[src/rtl/xgmii_pkg.sv]
// Shared XGMII character constants, aligner state encoding and lane helpers.
package xgmii_pkg;

  localparam logic [7:0]  CH_IDLE   = 8'h07;
  localparam logic [7:0]  CH_START  = 8'hFB;
  localparam logic [7:0]  CH_TERM   = 8'hFD;
  localparam logic [7:0]  CH_ERR    = 8'hFE;
  localparam logic [71:0] IDLE_WORD = 72'hFF_0707070707070707;

  typedef enum logic [2:0] {
    ST_IDLE     = 3'd0,
    ST_FRAME    = 3'd1,
    ST_FRAME_SH = 3'd2,
    ST_FLUSH    = 3'd3,
    ST_DROP     = 3'd4
  } state_e;

  // One bit per lane: lane carries control character ch.
  function automatic logic [7:0] char_mask(input logic [71:0] w, input logic [7:0] ch);
    char_mask = {w[71] && (w[63:56] == ch), w[70] && (w[55:48] == ch),
                 w[69] && (w[47:40] == ch), w[68] && (w[39:32] == ch),
                 w[67] && (w[31:24] == ch), w[66] && (w[23:16] == ch),
                 w[65] && (w[15:8]  == ch), w[64] && (w[7:0]   == ch)};
  endfunction

  // Lane 0 carries a Start control character.
  function automatic logic is_start0(input logic [71:0] w);
    is_start0 = w[64] && (w[7:0] == CH_START);
  endfunction

  // Lanes 4-7 with their ctrl bits, packed as {ctrl[7:4], data[63:32]}.
  function automatic logic [35:0] upper_half(input logic [71:0] w);
    upper_half = {w[71:68], w[63:32]};
  endfunction

  // Realigned word: held lanes 4-7 of the previous input become lanes 0-3,
  // lanes 0-3 of the current input become lanes 4-7.
  function automatic logic [71:0] shift_word(input logic [71:0] cur, input logic [35:0] held);
    shift_word = {cur[67:64], held[35:32], cur[31:0], held[31:0]};
  endfunction

endpackage

[src/rtl/xgmii_stat_cnt.sv]
// Saturating statistics counter with synchronous clear (clear wins).
module xgmii_stat_cnt #(
  parameter int W = 32
) (
  input  logic         clk_i,
  input  logic         rst_ni,
  input  logic         clr_i,
  input  logic         inc_i,
  output logic [W-1:0] cnt_o
);

  logic [W-1:0] cnt_q;
  logic [W-1:0] cnt_d;

  // Next count: clear first, then increment unless already all-ones.
  always_comb begin
    cnt_d = cnt_q;
    if (clr_i) begin
      cnt_d = '0;
    end else if (inc_i && (cnt_q != '1)) begin
      cnt_d = cnt_q + W'(1);
    end else begin
      cnt_d = cnt_q;
    end
  end

  // Counter register.
  always_ff @(posedge clk_i or negedge rst_ni) begin
    if (!rst_ni) begin
      cnt_q <= '0;
    end else begin
      cnt_q <= cnt_d;
    end
  end

  assign cnt_o = cnt_q;

endmodule

[src/rtl/xgmii_rx_align72.sv]
// XGMII RX aligner: moves lane-4 Starts to lane 0, trims idles, flags frames
// and keeps saturating good/error frame counts.
module xgmii_rx_align72
  import xgmii_pkg::*;
#(
  parameter int IDLE_KEEP = 4,
  parameter bit LANE4_EN  = 1'b1,
  parameter int STATS_W   = 32
) (
  input  logic               xgmii_rx_clk,
  input  logic               sys_rst_n,
  input  logic [71:0]        xgmii_rxd,
  input  logic               clr_stats,
  output logic [71:0]        dout,
  output logic               dout_valid,
  output logic               sof,
  output logic               eof,
  output logic               frame_err,
  output logic [STATS_W-1:0] frame_cnt,
  output logic [STATS_W-1:0] err_cnt
);

  localparam int IC_W = $clog2(IDLE_KEEP + 2);
  localparam logic [IC_W-1:0] KEEP_C = IC_W'(IDLE_KEEP);

  state_e          state_q, state_d;
  logic [35:0]     hold_q, hold_d;
  logic [IC_W-1:0] idle_cnt_q, idle_cnt_d;
  logic            sticky_q, sticky_d;
  logic [71:0]     dout_q, dout_d;
  logic            valid_q, valid_d;
  logic            sof_q, sof_d;
  logic            eof_q, eof_d;
  logic            ferr_q, ferr_d;

  logic [7:0]      start_m, term_m, err_m;
  logic [71:0]     sh_word;
  logic            sh_err;

  assign start_m = char_mask(xgmii_rxd, CH_START);
  assign term_m  = char_mask(xgmii_rxd, CH_TERM);
  assign err_m   = char_mask(xgmii_rxd, CH_ERR);
  assign sh_word = shift_word(xgmii_rxd, hold_q);
  assign sh_err  = |char_mask(sh_word, CH_ERR);

  // Next-state and next-output decode for the alignment FSM.
  always_comb begin
    state_d    = state_q;
    hold_d     = hold_q;
    idle_cnt_d = idle_cnt_q;
    sticky_d   = sticky_q;
    dout_d     = xgmii_rxd;
    valid_d    = 1'b0;
    sof_d      = 1'b0;
    eof_d      = 1'b0;
    ferr_d     = 1'b0;
    case (state_q)
      ST_IDLE: begin
        if (start_m[0]) begin
          state_d  = ST_FRAME;
          valid_d  = 1'b1;
          sof_d    = 1'b1;
          sticky_d = |err_m;
        end else if (LANE4_EN && start_m[4]) begin
          // Start word itself is not output; it surfaces realigned next cycle.
          state_d  = ST_FRAME_SH;
          hold_d   = upper_half(xgmii_rxd);
          sticky_d = 1'b0;
        end else if (xgmii_rxd == IDLE_WORD) begin
          if (idle_cnt_q < KEEP_C) begin
            valid_d    = 1'b1;
            idle_cnt_d = idle_cnt_q + IC_W'(1);
          end else begin
            valid_d = 1'b0;
          end
        end else begin
          state_d = ST_DROP;
          ferr_d  = 1'b1;
        end
      end
      ST_FRAME: begin
        valid_d = 1'b1;
        if (|start_m) begin
          eof_d      = 1'b1;
          ferr_d     = 1'b1;
          state_d    = ST_DROP;
          idle_cnt_d = '0;
        end else if (|term_m) begin
          eof_d      = 1'b1;
          ferr_d     = sticky_q | (|err_m);
          state_d    = ST_IDLE;
          idle_cnt_d = '0;
        end else begin
          sticky_d = sticky_q | (|err_m);
        end
      end
      ST_FRAME_SH: begin
        dout_d  = sh_word;
        valid_d = 1'b1;
        sof_d   = is_start0(sh_word);
        hold_d  = upper_half(xgmii_rxd);
        if (|start_m) begin
          eof_d      = 1'b1;
          ferr_d     = 1'b1;
          state_d    = ST_DROP;
          idle_cnt_d = '0;
        end else if (|term_m[3:0]) begin
          eof_d      = 1'b1;
          ferr_d     = sticky_q | sh_err;
          state_d    = ST_IDLE;
          idle_cnt_d = '0;
        end else if (|term_m[7:4]) begin
          // Terminate sits in the held half; it comes out on the flush word.
          sticky_d = sticky_q | sh_err;
          state_d  = ST_FLUSH;
        end else begin
          sticky_d = sticky_q | sh_err;
        end
      end
      ST_FLUSH: begin
        dout_d     = sh_word;
        valid_d    = 1'b1;
        eof_d      = 1'b1;
        hold_d     = upper_half(xgmii_rxd);
        idle_cnt_d = '0;
        if (start_m[0]) begin
          ferr_d  = 1'b1;
          state_d = ST_DROP;
        end else if (LANE4_EN && start_m[4]) begin
          ferr_d   = sticky_q | sh_err;
          sticky_d = 1'b0;
          state_d  = ST_FRAME_SH;
        end else begin
          ferr_d  = sticky_q | sh_err;
          state_d = ST_IDLE;
        end
      end
      ST_DROP: begin
        if (xgmii_rxd == IDLE_WORD) begin
          state_d = ST_IDLE;
        end else begin
          state_d = ST_DROP;
        end
      end
      default: begin
        state_d = ST_IDLE;
      end
    endcase
  end

  // FSM state, hold register and registered outputs.
  always_ff @(posedge xgmii_rx_clk or negedge sys_rst_n) begin
    if (!sys_rst_n) begin
      state_q    <= ST_IDLE;
      hold_q     <= '0;
      idle_cnt_q <= '0;
      sticky_q   <= 1'b0;
      dout_q     <= IDLE_WORD;
      valid_q    <= 1'b0;
      sof_q      <= 1'b0;
      eof_q      <= 1'b0;
      ferr_q     <= 1'b0;
    end else begin
      state_q    <= state_d;
      hold_q     <= hold_d;
      idle_cnt_q <= idle_cnt_d;
      sticky_q   <= sticky_d;
      dout_q     <= dout_d;
      valid_q    <= valid_d;
      sof_q      <= sof_d;
      eof_q      <= eof_d;
      ferr_q     <= ferr_d;
    end
  end

  assign dout       = dout_q;
  assign dout_valid = valid_q;
  assign sof        = sof_q;
  assign eof        = eof_q;
  assign frame_err  = ferr_q;

  xgmii_stat_cnt #(.W(STATS_W)) u_frame_cnt (
    .clk_i  (xgmii_rx_clk),
    .rst_ni (sys_rst_n),
    .clr_i  (clr_stats),
    .inc_i  (eof_d && !ferr_d),
    .cnt_o  (frame_cnt)
  );

  xgmii_stat_cnt #(.W(STATS_W)) u_err_cnt (
    .clk_i  (xgmii_rx_clk),
    .rst_ni (sys_rst_n),
    .clr_i  (clr_stats),
    .inc_i  (ferr_d),
    .cnt_o  (err_cnt)
  );

endmodule

[config.mk]
export PLATFORM = sky130hd
export DESIGN_NAME = xgmii_rx_align72
export DESIGN_NICKNAME = d
export VERILOG_FILES = /design/src/rtl/xgmii_pkg.sv /design/src/rtl/xgmii_stat_cnt.sv /design/src/rtl/xgmii_rx_align72.sv
export SDC_FILE = /design/constraint.sdc
export NUM_CORES = 1
export LEC_CHECK = 0
export ABC_AREA = 1
export BUFFER_PORTS_ARGS = -buffer_cell sky130_fd_sc_hd__buf_4
export CORE_MARGIN = 2
export CORE_UTILIZATION = 35
export CTS_CLUSTER_DIAMETER = 100
export DETAILED_ROUTE_END_ITERATION = 8
export PLACE_DENSITY = 0.53
export SYNTH_ARGS = -nofsm -noshare
export SYNTH_HDL_FRONTEND = slang
export SYNTH_SLANG_ARGS = --single-unit
export TNS_END_PERCENT = 5
[constraint.sdc]
create_clock -name xgmii_rx_clk -period 3.8 [get_ports xgmii_rx_clk]
set_clock_uncertainty 0.05 [all_clocks]
set_input_delay 0.76 -clock xgmii_rx_clk [delete_from_list [all_inputs] [get_ports xgmii_rx_clk]]
set_output_delay 0.76 -clock xgmii_rx_clk [all_outputs]
set_load 0.03 [all_outputs]
# After elaboration in Yosys (flattened, before gate mapping)
# Cells that the tools add are included.
[word_totals]
ff_bits = 183
elab_cells = 174
[op_classes]
add_sub_neg = 3
magnitude_cmp = 1
eq_ne = 50
muxes = 57
bitwise = 2
reduce_logical = 50
[ops]
columns = ["op", "count"]
rows = [
  ["== test 8 bit (second input constant)", 29],
  ["two-way mux 32 bit", 4],
  ["== test 72 bit (second input constant)", 1],
  ["two-way mux 36 bit", 2],
  ["two-way mux 72 bit", 1],
  ["case mux 36 bit (2 select lines)", 1],
  ["adder 32 x 1 -> 32 bit (second input constant)", 2],
  ["!= test 32 bit (second input constant)", 2],
  ["two-way mux 3 bit", 17],
  ["logical AND 1 bit", 32],
  ["OR reduction 8 bit", 4],
  ["two-way mux 1 bit", 24],
  ["!= test 2 bit (second input constant)", 10],
  ["case mux 3 bit (5 select lines)", 1],
  ["case mux 3 bit (4 select lines)", 1],
  ["!= test 4 bit (second input constant)", 2],
  ["case mux 1 bit (4 select lines)", 2],
  ["OR reduction 4 bit", 2],
  ["AND reduction 7 bit", 1],
  ["== test 3 x 2 -> 1 bit (second input constant)", 2],
  ["!= test 3 bit (second input constant)", 2],
  ["AND reduction 3 bit", 2],
  ["AND reduction 6 bit", 1],
  ["nonzero test 2 bit", 3],
  ["13 further kinds", 15],
]

# Logic depth before layout (Yosys ltp)
[depth]
word_depth = 12
mapped_depth = 15
ltp_nobuf = 14

# Hierarchy
# A second synthesis with hierarchy kept.
[unflattened]
hier_cells = 1470
area_unflattened_um2 = 10500.1
[modules_own_cells]
columns = ["mod", "instances", "cells_per_inst", "area_each_um2"]
rows = [
  ["xgmii_rx_align72", 1, 780, 6013.3],
  ["xgmii_stat_cnt", 2, 345, 2243.4],
]

# Worst setup path after synthesis
# Ideal clock, no wire load.
[synth_path]
kind = "flip-flop to flip-flop"
startpoint = "register u_err_cnt.cnt_q[1] (netlist: u_err_cnt.cnt_o[1])"
endpoint = "register u_err_cnt.cnt_q[28] (netlist: u_err_cnt.cnt_o[28])"
setup_time_ps = 120
arrival_ps = 2044
t_required_ps = 3630
slack_ps = 1586
stages_incl_launch_ff = 12
synth_period_minus_slack_ps = 2214
cell_sequence = "dfrtp_1 ha_1 nand2_2 nor2_2 nand2_2 nor3_2 nand3_1 nor2_1 nand4_2 clkbuf_1 nand4_1 nand2_1"
[synth_between]
elab_chain_cells = 3
word_cells_on_any_way = 6
classes_between = "add/sub: 1; eq/ne: 1; mux: 2; reduce/logical: 2"
[synth_rtl]
columns = ["element", "line", "source"]
rows = [
  ["from (decl)", "xgmii_stat_cnt.sv:12", "logic [W-1:0] cnt_q;"],
  ["from (signal assigned)", "xgmii_stat_cnt.sv:32", "cnt_q <= cnt_d;"],
  ["adder 32 x 1 -> 32 bit / != test 32 bit (equally long branches)", "xgmii_stat_cnt.sv:21, xgmii_stat_cnt.sv:20", ""],
  ["two-way mux 32 bit / logical AND 1 bit (equally long branches)", "xgmii_stat_cnt.sv:20", "end else if (inc_i && (cnt_q != '1)) begin"],
  ["two-way mux 32 bit / nonzero test 2 bit (equally long branches)", "--", ""],
]
# Several ways; a longest one is shown, not always the timed one. The select of a mux whose other input is x is not followed.
# A chain may end at the register's enable or synchronous reset.

# Worst setup path after layout
[layout_path]
startpoint = "register u_err_cnt.cnt_q[1] (netlist: u_err_cnt.cnt_o[1])"
endpoint = "register u_err_cnt.cnt_q[0] (netlist: u_err_cnt.cnt_o[0])"
[layout_between]
elab_chain_cells = 3
[layout_rtl]
columns = ["element", "line"]
rows = [
  ["!= test 32 bit", "xgmii_stat_cnt.sv:20"],
  ["logical AND 1 bit", "xgmii_stat_cnt.sv:20"],
  ["nonzero test 2 bit (no line)", "--"],
]
# Every way passes these cells.

==> results.ini <==
[run_status]
status = finished clean

[global_route]
grt_pass1_vias = 9770
grt_max_degree = 93
antenna_found_initial = 0
grt_usage = 0.210
grt_pass1_wl_mm = 52.2
grt-ovfl-total = 0

[place]
gp_congestion = 0.876
port-buffer-count = 214
hpwl_mm = 24.7

[route]
route.detailed.drc = 0
avgViaCountPerCell = 4.96
dr_total_vias = 9917
avgRoutedWirePerCell_um = 16.3
dr.pass1.iters = 5
final_antenna_net_count = 0
drt_iter0_drc = 556
wirelength_mm = 32.7

[clocking]
cts_sinks = 183
cts_made_buffers = 17
ctsHoldBuffers = 0
cts_setup_buffers = 0
clock_latency_ps = 450
clk_pin_slew_worst_paths_ps = 80
cts_root_buf = clkbuf_16
clockBufferDepth = 2
cts-resized-gates = 0
htree_levels = 4
cts_tree = built

[cells_and_area]
syn_to_final_growth_pct = 23.8
antenna_cells = 0
layout_commonest_cell = nand2_1
fin_nets = 1674
final_util = 0.442
final_cell_mix = nand2_1, buf_4, inv_1
drive_above_1_share = 0.227

[setup_path]
critical_path_required_ps = 4120
crit_path_max_fanout = 32
cp-end-kind = flop
crit_chain = ha_1, nand2_2, nor2_2, nand2_2, nor3_2, nand3_1, nor2_1, nand4_2, nand2_4, nand3_1, nand2_1
worstPathArrival_ps = 3270
reg2reg_slack_ps = 840
startpoint = u_err_cnt.cnt_o[1]$_DFFE_PN0P_
path_buf_inv = 0
rr_startpoint = u_err_cnt.cnt_o[1]$_DFFE_PN0P_
cpPeakStageDelay_ps = 540
worst_path_max_delay_cell = nand2_4
crit_family = simple AND/OR/NAND/NOR gates
worstSetupStartpointType = flop
rr_worst_depth = 11
reg2reg_to = u_err_cnt.cnt_o[0]$_DFFE_PN0P_
crit_type = reg2reg

[floorplanning]
core_sq_mm = 0.0297
fp.dieW_um = 178
dieArea_sq_mm = 0.0317
num_rows = 63
io_pins = 215
die_y_um = 178
initial_core_util = 0.357

[logic_synthesis]
synthCells = 1406
yosysSeqAreaShare = 0.435
ys_ff_latch = 183
async_flop_share = 1.00
yosysUniqueCellTypes = 44
synth_edf_count = 0
syn-num-nets = 1484
synth.avg_cell_area_sq_um = 7.55
syn_area_sq_mm = 0.0106
synthFlopType = dfrtp_1
yosysWarnings = 0

[sta]
rsz0062_at_grt = no
timing.final.crit_period_ps = 2960
slew_violations = 0
hold_viol_final = 0
fin_setup_tns_ps = 0
finalSetupViolCount = 0
fmax_mhz = 338
tightestPinTransition_ps = 815
finalCritPeriodShare = 0.778
relSlewSlack = 0.456

[pwr]
p_leak_nw = 6.57
powerDensity_mw_per_mm2 = 341
ir_drop_v = 0.000287

[worst_hold_path]
hold_path_class = in2async

[run]
cap_viol_max_count = 0

## where the power goes
| part | total (mW) | internal (mW) | switching [mW] |
|---|---|---|---|
| sequential | 2.13 | 2.07 | 0.0685 |
| combinational | 0.498 | 0.177 | 0.321 |
| clock | 1.84 | 0.914 | 0.928 |
| total | 4.47 | 3.16 | 1.32 |
## cell families after synthesis
logic type	synth area share
and+or+nand+nor	0.360
buffers and inverters	0.0922
DFF	0.435
AOI/OAI and AO/OA	0.0617
xor gates and xnor gates	0.0413
muxes	0.00637
adders and majority gates	0.00354
## sequential cells by signal (all words and copies together) (netlist names)
register           flops
idle_cnt_q             3
hold_q                36
sof                    1
eof                    1
frame_err              1
u_frame_cnt.cnt_o     32
sticky_q               1
state_q                3
dout                  72
u_err_cnt.cnt_o       32
dout_valid             1
## area by class of cell
cell class	instances	area, sq um
clock buffer	18	439
clock inverter	14	178
inverter	176	666
tap	390	488
multi-input combinational	992	5020
timing repair buffer	226	1730
fill	3053	16600
sequential	183	4620
## per-stage QoR
step                      hold WS, ps  cell area (sq um)  cells  total power [mW]  setup WS [ps]
final                             325              13100   1999              4.47            843
after global placement            413              12500   1967              2.67            758
after global routing              379              13100   1999              4.68            499
after floorplan                   396              10600   1406              2.41           1590
after CTS                         365              13100   1999              4.54            860
after detailed placement          429              12500   1967              2.67            750
## synth_stat cells, types with 5 or more instances
library cell | instances | share of area
nand3b_1 | 5 | 0.0035
mux2_2 | 6 | 0.0064
inv_1 | 162 | 0.057
dfrtp_1 | 151 | 0.36
xor2_1 | 31 | 0.026
nand3_1 | 95 | 0.045
nand3_2 | 31 | 0.029
nor4_1 | 18 | 0.011
xnor2_1 | 19 | 0.016
buf_2 | 12 | 0.0057
buf_4 | 5 | 0.0035
o21ai_0 | 109 | 0.051
clkbuf_1 | 31 | 0.011
nor3_1 | 23 | 0.011
dfstp_2 | 32 | 0.079
inv_2 | 13 | 0.0046
nor2_1 | 142 | 0.050
nand4_1 | 92 | 0.054
nand2_1 | 379 | 0.13
## per-layer routing
metal | GRT usage | wire [um]
met1 | 0.262 | 14100
met2 | 0.364 | 16100
met3 | 0.0477 | 1880
met4 | 0.0536 | 535
met5 | 0 | 0
## worst max-delay path by stage
stage                                        endpoint  cells after the start
floorplan             u_err_cnt.cnt_o[28]$_DFFE_PN0P_                     11
global placement    u_frame_cnt.cnt_o[31]$_DFFE_PN0P_                     13
detailed placement   u_frame_cnt.cnt_o[0]$_DFFE_PN0P_                     13
CTS                    u_err_cnt.cnt_o[0]$_DFFE_PN0P_                     11
global route          u_err_cnt.cnt_o[15]$_DFFE_PN0P_                     11
finish                 u_err_cnt.cnt_o[0]$_DFFE_PN0P_                     11
## worst register-to-register path, stage by stage (launching register included)
cell and delay [ps]:
dfrtp_1 460, ha_1 330, nand2_2 150, nor2_2 170, nand2_2 130, nor3_2 120, nand3_1 80, nor2_1 140
nand4_2 490, nand2_4 550, nand3_1 130, nand2_1 80
Power figures use the tool's default switching activity.
